==> src/rtl/seg7_pkg.sv <==
// Shared constants and types for the seven-segment scan driver.
//   FONT       : 16-entry hex font, active-low {g,f,e,d,c,b,a}
//   SEG_OFF    : all segments (and dp) off
//   AN_OFF     : all anodes off
//   NUM_DIGITS : digits per frame
package seg7_pkg;

    localparam int unsigned NUM_DIGITS = 8;
    localparam logic [7:0]  SEG_OFF    = 8'hFF;
    localparam logic [7:0]  AN_OFF     = 8'hFF;

    // Packed so FONT[n] selects the glyph for nibble n; entry 15 is listed first.
    localparam logic [15:0][6:0] FONT = {
        7'h0E, 7'h06, 7'h21, 7'h46, 7'h03, 7'h08, 7'h10, 7'h00,
        7'h78, 7'h02, 7'h12, 7'h19, 7'h30, 7'h24, 7'h79, 7'h40
    };

    typedef enum logic {StBlank, StDrive} scan_state_e;

endpackage

==> src/rtl/seg7_scan_driver_if.sv <==
// Load channel into the scan driver.
//   data_i  : 32-bit value, nibble k shown on digit k
//   valid_i : single-cycle load strobe
//   dp_i    : decimal-point enables, bit k for digit k
// master drives the channel, slave (the driver) receives it.
interface seg7_scan_driver_if;

    logic [31:0] data_i;
    logic        valid_i;
    logic [7:0]  dp_i;

    modport master (output data_i, output valid_i, output dp_i);
    modport slave  (input  data_i, input  valid_i, input  dp_i);

endinterface

==> src/rtl/seg7_hex_font.sv <==
// Combinational hex-to-seven-segment decoder.
//   nibble_i : 4-bit value
//   seg_o    : active-low {g,f,e,d,c,b,a}
module seg7_hex_font
    import seg7_pkg::*;
(
    input  logic [3:0] nibble_i,
    output logic [6:0] seg_o
);

    assign seg_o = FONT[nibble_i];

endmodule

==> src/rtl/seg7_scan_driver.sv <==
// Time-multiplexed driver for an 8-digit common-anode seven-segment display.
//   clk, rstn    : clock, asynchronous active-low reset
//   load         : value/dp load channel (slave side)
//   blank_lz_i   : live leading-zero blanking enable
//   disp_an_o    : active-low anode enables, bit k for digit k
//   disp_seg_o   : active-low {dp,g,f,e,d,c,b,a}
//   frame_done_o : one-cycle pulse after each 8-digit frame
// Loads land in a shadow register and are committed only at a frame boundary.
module seg7_scan_driver
    import seg7_pkg::*;
#(
    parameter int unsigned CLK_DIV   = 100000,
    parameter int unsigned BLANK_CYC = 1000
) (
    input  logic                clk,
    input  logic                rstn,
    seg7_scan_driver_if.slave   load,
    input  logic                blank_lz_i,
    output logic [7:0]          disp_an_o,
    output logic [7:0]          disp_seg_o,
    output logic                frame_done_o
);

    localparam int unsigned      CNT_W      = (CLK_DIV > 1) ? $clog2(CLK_DIV) : 1;
    localparam logic [CNT_W-1:0] CNT_LAST   = CNT_W'(CLK_DIV - 1);
    localparam logic [CNT_W-1:0] BLANK_LAST = CNT_W'((BLANK_CYC == 0) ? 0 : BLANK_CYC - 1);

    logic [CNT_W-1:0] cnt_q, cnt_d;
    logic [2:0]       digit_q, digit_d;
    scan_state_e      state_q, state_d;
    logic [31:0]      shadow_q, shadow_d, disp_q, disp_d;
    logic [7:0]       shadow_dp_q, shadow_dp_d, disp_dp_q, disp_dp_d;
    logic             pending_q, pending_d;
    logic [7:0]       an_q, an_d, seg_q, seg_d;
    logic             frame_done_q, frame_done_d;

    logic             slot_end, commit;
    logic [3:0]       nibble;
    logic [6:0]       font_seg;
    logic [7:0]       upper_zero;

    assign slot_end = (cnt_q == CNT_LAST);
    assign commit   = slot_end && (digit_q == 3'd7);

    always_comb begin
        cnt_d   = slot_end ? '0 : cnt_q + 1'b1;
        digit_d = slot_end ? digit_q + 3'd1 : digit_q;
    end

    always_comb begin
        state_d = state_q;
        case (state_q)
            StBlank: if (BLANK_CYC == 0 || cnt_q == BLANK_LAST) state_d = StDrive;
            // With no gap configured the driver never leaves DRIVE.
            StDrive: if (slot_end) state_d = (BLANK_CYC == 0) ? StDrive : StBlank;
            default: state_d = StBlank;
        endcase
    end

    // Commit reads the pre-edge shadow, so a load in the commit cycle waits a frame.
    always_comb begin
        shadow_d    = shadow_q;
        shadow_dp_d = shadow_dp_q;
        pending_d   = pending_q;
        disp_d      = disp_q;
        disp_dp_d   = disp_dp_q;
        if (commit) begin
            if (pending_q) begin
                disp_d    = shadow_q;
                disp_dp_d = shadow_dp_q;
            end
            pending_d = 1'b0;
        end
        if (load.valid_i) begin
            shadow_d    = load.data_i;
            shadow_dp_d = load.dp_i;
            pending_d   = 1'b1;
        end
    end

    // upper_zero[k]: nibbles k..7 of the displayed value are all zero.
    always_comb begin
        upper_zero = '0;
        for (int k = 0; k < NUM_DIGITS; k++) begin
            upper_zero[k] = ((disp_q >> (4 * k)) == 32'd0);
        end
    end

    assign nibble = disp_q[{digit_q, 2'b00} +: 4];

    seg7_hex_font u_font (
        .nibble_i (nibble),
        .seg_o    (font_seg)
    );

    always_comb begin
        an_d         = AN_OFF;
        seg_d        = SEG_OFF;
        frame_done_d = commit;
        if (state_q == StDrive) begin
            an_d = ~(8'b1 << digit_q);
            if (!(blank_lz_i && digit_q != 3'd0 && upper_zero[digit_q])) begin
                seg_d = {~disp_dp_q[digit_q], font_seg};
            end
        end
    end

    always_ff @(posedge clk or negedge rstn) begin
        if (!rstn) begin
            cnt_q        <= '0;
            digit_q      <= '0;
            state_q      <= StBlank;
            shadow_q     <= '0;
            shadow_dp_q  <= '0;
            pending_q    <= 1'b0;
            disp_q       <= '0;
            disp_dp_q    <= '0;
            an_q         <= AN_OFF;
            seg_q        <= SEG_OFF;
            frame_done_q <= 1'b0;
        end else begin
            cnt_q        <= cnt_d;
            digit_q      <= digit_d;
            state_q      <= state_d;
            shadow_q     <= shadow_d;
            shadow_dp_q  <= shadow_dp_d;
            pending_q    <= pending_d;
            disp_q       <= disp_d;
            disp_dp_q    <= disp_dp_d;
            an_q         <= an_d;
            seg_q        <= seg_d;
            frame_done_q <= frame_done_d;
        end
    end

    assign disp_an_o    = an_q;
    assign disp_seg_o   = seg_q;
    assign frame_done_o = frame_done_q;

endmodule

==> src/flat_wrapper.sv <==
// flat-port wrapper written by rule: the top's interface ports become plain ports
module seg7_scan_driver_flat import seg7_pkg::*;
#(
    parameter int unsigned CLK_DIV   = 100000,
    parameter int unsigned BLANK_CYC = 1000
)
  (clk, rstn, blank_lz_i, disp_an_o, disp_seg_o, frame_done_o, load_data_i, load_valid_i, load_dp_i);
  seg7_scan_driver_if load_i ();
  input  logic clk;
  input  logic rstn;
  input  logic blank_lz_i;
  output logic [7:0] disp_an_o;
  output logic [7:0] disp_seg_o;
  output logic frame_done_o;
  input wire logic [$bits(load_i.data_i)-1:0] load_data_i;
  input wire logic [$bits(load_i.valid_i)-1:0] load_valid_i;
  input wire logic [$bits(load_i.dp_i)-1:0] load_dp_i;
  assign load_i.data_i = load_data_i;
  assign load_i.valid_i = load_valid_i;
  assign load_i.dp_i = load_dp_i;
  seg7_scan_driver #(.CLK_DIV(CLK_DIV), .BLANK_CYC(BLANK_CYC)) u_core (.clk(clk), .rstn(rstn), .load(load_i), .blank_lz_i(blank_lz_i), .disp_an_o(disp_an_o), .disp_seg_o(disp_seg_o), .frame_done_o(frame_done_o));
endmodule
==> config.mk <==
export PLATFORM = sky130hd
export DESIGN_NAME = seg7_scan_driver_flat
export DESIGN_NICKNAME = d
export VERILOG_FILES = /design/src/rtl/seg7_pkg.sv /design/src/rtl/seg7_scan_driver_if.sv /design/src/rtl/seg7_hex_font.sv /design/src/rtl/seg7_scan_driver.sv /design/src/flat_wrapper.sv
export SDC_FILE = /design/constraint.sdc
export NUM_CORES = 1
export LEC_CHECK = 0
export ABC_CLOCK_PERIOD_IN_PS = 2400
export CAP_MARGIN = 20
export CORE_ASPECT_RATIO = 0.6
export CORE_MARGIN = 8
export CORE_UTILIZATION = 53
export CTS_BUF_LIST = sky130_fd_sc_hd__clkbuf_2 sky130_fd_sc_hd__clkbuf_4 sky130_fd_sc_hd__clkbuf_8
export CTS_CLUSTER_DIAMETER = 150
export DETAILED_ROUTE_END_ITERATION = 12
export PLACE_DENSITY = 0.86
export SLEW_MARGIN = 20
export SYNTH_ARGS = -nofsm -noshare
export SYNTH_HDL_FRONTEND = slang
export SYNTH_SLANG_ARGS = --single-unit
==> constraint.sdc <==
create_clock -name clk -period 2.4 [get_ports clk]
set_clock_uncertainty 0.05 [all_clocks]
set_input_delay 0.48 -clock clk [delete_from_list [all_inputs] [get_ports clk]]
set_output_delay 0.48 -clock clk [all_outputs]
set_load 0.01 [all_outputs]
==> results.cfg <==
[global_route]
overflow = 0
first_global_vias = 3511
global_route.usage.total_pct = 17.1
grt_pass1_wl_um = 18300
grt_antenna_before_repair = 0
largest_net_degree_at_the_start_of_global_routing = 120

[power]
power.density_cell_area_nw_per_um2 = 625
internal_power_of_the_cells_uw = 3230
leakage_uw = 0.00300
clock_power_share_pct = 43.6
comb_power_share_pct = 5.0
peakVddDrop_uv = 401
power.switching_fraction_pct = 21.5
switching_power_uw = 886
p_seq_share_pct = 51.5

[die]
io-pin-count = 61
initial_core_util_pct = 54.6
die_x_um = 146
coreArea_um2 = 9880
die-height_um = 94.1
core.rowCount = 28
design.die.area_um2 = 13800

[cts]
setup_buffers_after_cts = 0
post_cts_hold_buffer_count = 0
clock_tree.htree_level_count = 4
cts-buffers-inserted = 17
clock_tree.buffer_depth = 2
clock_insertion_delay_worst_skew_ns = 0.44
cts-root-buf = clkbuf_8
worst_setup_hold_path_clk_slew_ns = 0.07
tritoncts = done
clkSinkCount = 119

[placed_design]
numPortBuffers = 60
hpwl_um = 8000
gp_routability_congestion = 0.836

[synth]
synth_area_um2 = 5390
synth_area_per_cell_um2 = 14.0
synth_area_leader_cell = dfrtp_1
synth_enable_flop_cells = 0
postSynthRegisterBits = 119
synth_flop_cell = dfrtp_1
synth_warnings = 0
synthMostInstantiatedCell = dfrtp_1
seq_area_frac_synth_pct = 55.6
yosys.cell_types.count = 43
synth.top_cell.area_share_pct = 47.8
postSynth.asyncResetShare_pct = 100
post_synth_most_frequent_cells = dfrtp_1 (103), mux2_2 (42), mux2_4 (40)
netlist_instances = 384
netlist_top_cells_area = dfrtp_1 (48%), mux2_4 (11%), mux2_2 (8.8%)
synthesis.nets = 441

[drt]
post_drt_via_cell_ratio = 5.50
routed-via-count = 3335
finalWirelength_um = 11100
wl_per_cell_um = 18.3
detail-route-antenna-nets = 0
post-route-drc-count = 0
length_of_the_first_detailed_routing_pass_in_iterations = 4
detailedRoute.firstIterationViolations = 213

[setup_path]
timing.reg2reg.worst_path_depth = 5
crit_required_ns = 2.65
cp-start-kind = flop
worstSetupPathType = flop to flop
setup_slack_of_the_worst_register_to_register_path_ns = 0.17
critPathCaptureType = flop
crit_arrival_ns = 2.48
worst-path-max-fanout = 8

[sta]
timing.final.setup_violations = 0
number_of_hold_violations_in_the_final_report = 0
timing.final.max_slew_violations = 0
maxClockFrequency_ghz = 0.449
tns_ns = 0
final_min_period_over_clock_period_pct = 92.8
min_period_ns = 2.23
worstMarginPinSlew_ns = 0.591
max_slew_margin_pct = 59.6
rsz0062_at_grt = false

[cells_and_area]
fillers = 692
layout.core_utilization_pct = 66.7
layout-drive-gt1-share_pct = 34.2
antenna_cells = 0
flow.area_growth_from_synthesis_pct = 22.2
nets_final = 516

[run_status]
status = completed

[run]
cap_violations = 0

[worst_hold_path]
holdCritPathClass = input port to asynchronous set/reset pin
==> critical path, stage by stage, from the launching register on <==
cell and delay, ns:
dfrtp_2 0.48, mux4_2 0.55, mux2i_2 0.21, inv_1 0.10
ha_1 0.25, o311ai_0 0.46
==> worst paths after layout <==
| kind | startpoint | to |
|---|---|---|
| setup / recovery | u_core.digit_q[0]$_DFFE_PN0N_ | u_core.disp_seg_o[2]$_DFF_PN1_ |
| hold / removal | rstn | u_core.cnt_q[8]$_DFF_PN0_ |
| min in group clk | u_core.cnt_q[0]$_DFF_PN0_ | u_core.cnt_q[0]$_DFF_PN0_ |
| setup reg to reg | u_core.digit_q[0]$_DFFE_PN0N_ | u_core.disp_seg_o[2]$_DFF_PN1_ |
| hold reg to reg | u_core.cnt_q[0]$_DFF_PN0_ | u_core.cnt_q[0]$_DFF_PN0_ |
| max in group asynchronous | rstn | u_core.digit_q[0]$_DFFE_PN0N_ |
==> power groups by stage <==
stage	logic [uW]	clock network, uW	registers [uW]
after floorplan	84.1	0	2130
after CTS	210	1830	2120
after detailed placement	208	0	2160
final	205	1790	2120
after global routing	225	1930	2120
after global placement	201	0	2150
==> kinds of logic (layout without fill, tap and decap cells) <==
group                      Yosys count  in the layout  share of synthesized area (%)
adders and majority gates           13             13                           3.02
muxes                               96             96                           25.1
and+or+nand+nor                     93             93                           8.61
xor gates and xnor gates            16             16                           2.60
buffers and inverters               27            114                           2.55
DFF                                119            119                           55.6
AOI/OAI and AO/OA                   20             20                           2.51
==> per-layer routing <==
metal	vias up	share of wire (%)	global-route usage (%)
li1	1530	-	-
met1	1687	47	22.5
met2	106	46	25.7
met3	12	6.5	6.20
met5	-	0	0
met4	0	0.80	6.39
==> layout make-up <==
class                   count  area, um^2  share of cell area [%]
repair buffers             71         713                    10.8
flip-flops and latches    119        3000                    45.5
clock inverters             9        98.8                    1.50
well taps                 135         169                    2.56
clock buffers              22         297                    4.50
multi-input cells         238        2270                    34.4
inverters                  12        45.0                   0.684
==> cells in the final DEF (no fill, tap or decap), drive strengths merged, types with 2 or more instances in the layout <==
master,Yosys,layout
a21oi,3,3
and3,2,2
buf,10,13
bufinv,0,2
clkbuf,5,22
clkdlybuf4s50,0,58
clkinv,0,7
dfrtp,103,103
dfstp,16,16
ha,13,13
inv,12,12
mux2,82,82
mux2i,4,4
mux4,10,10
nand2,28,28
nand3,20,20
nand4,4,4
nor2,20,20
nor3,2,2
nor4,12,12
o211ai,3,3
o21ai,6,6
o311ai,2,2
xnor2,8,8
xor2,8,8
==> state kept, by name (all words and copies together), names as in the netlist <==
signal and count:
u_core.shadow_q 32, u_core.shadow_dp_q 8, u_core.state_q 1, u_core.disp_dp_q 8
u_core.disp_an_o 8, u_core.digit_q 3, u_core.frame_done_o 1, u_core.disp_q 32
u_core.pending_q 1, u_core.cnt_q 17, u_core.disp_seg_o 8
==> metrics by stage <==
step | cell area (um^2) | total power [uW] | std cells | setup WS, ns | hold slack (ns)
floorplan | 5400 | 2220 | 384 | 0.0682 | 0.134
global placement | 6190 | 2350 | 575 | 0.189 | 0.396
detailed placement | 6190 | 2360 | 575 | 0.0924 | 0.422
CTS | 6580 | 4150 | 606 | 0.0518 | 0.0855
global route | 6590 | 4280 | 606 | 0.0708 | 0.102
finish | 6590 | 4120 | 606 | 0.173 | 0.0555
==> repair_timing <==
item,in CTS,in global routing
endpoints found under the setup margin,0,6
gates resized for setup,0,3
endpoints found under the hold margin,0,0
Note: power is estimated with default switching activity, not from simulation.
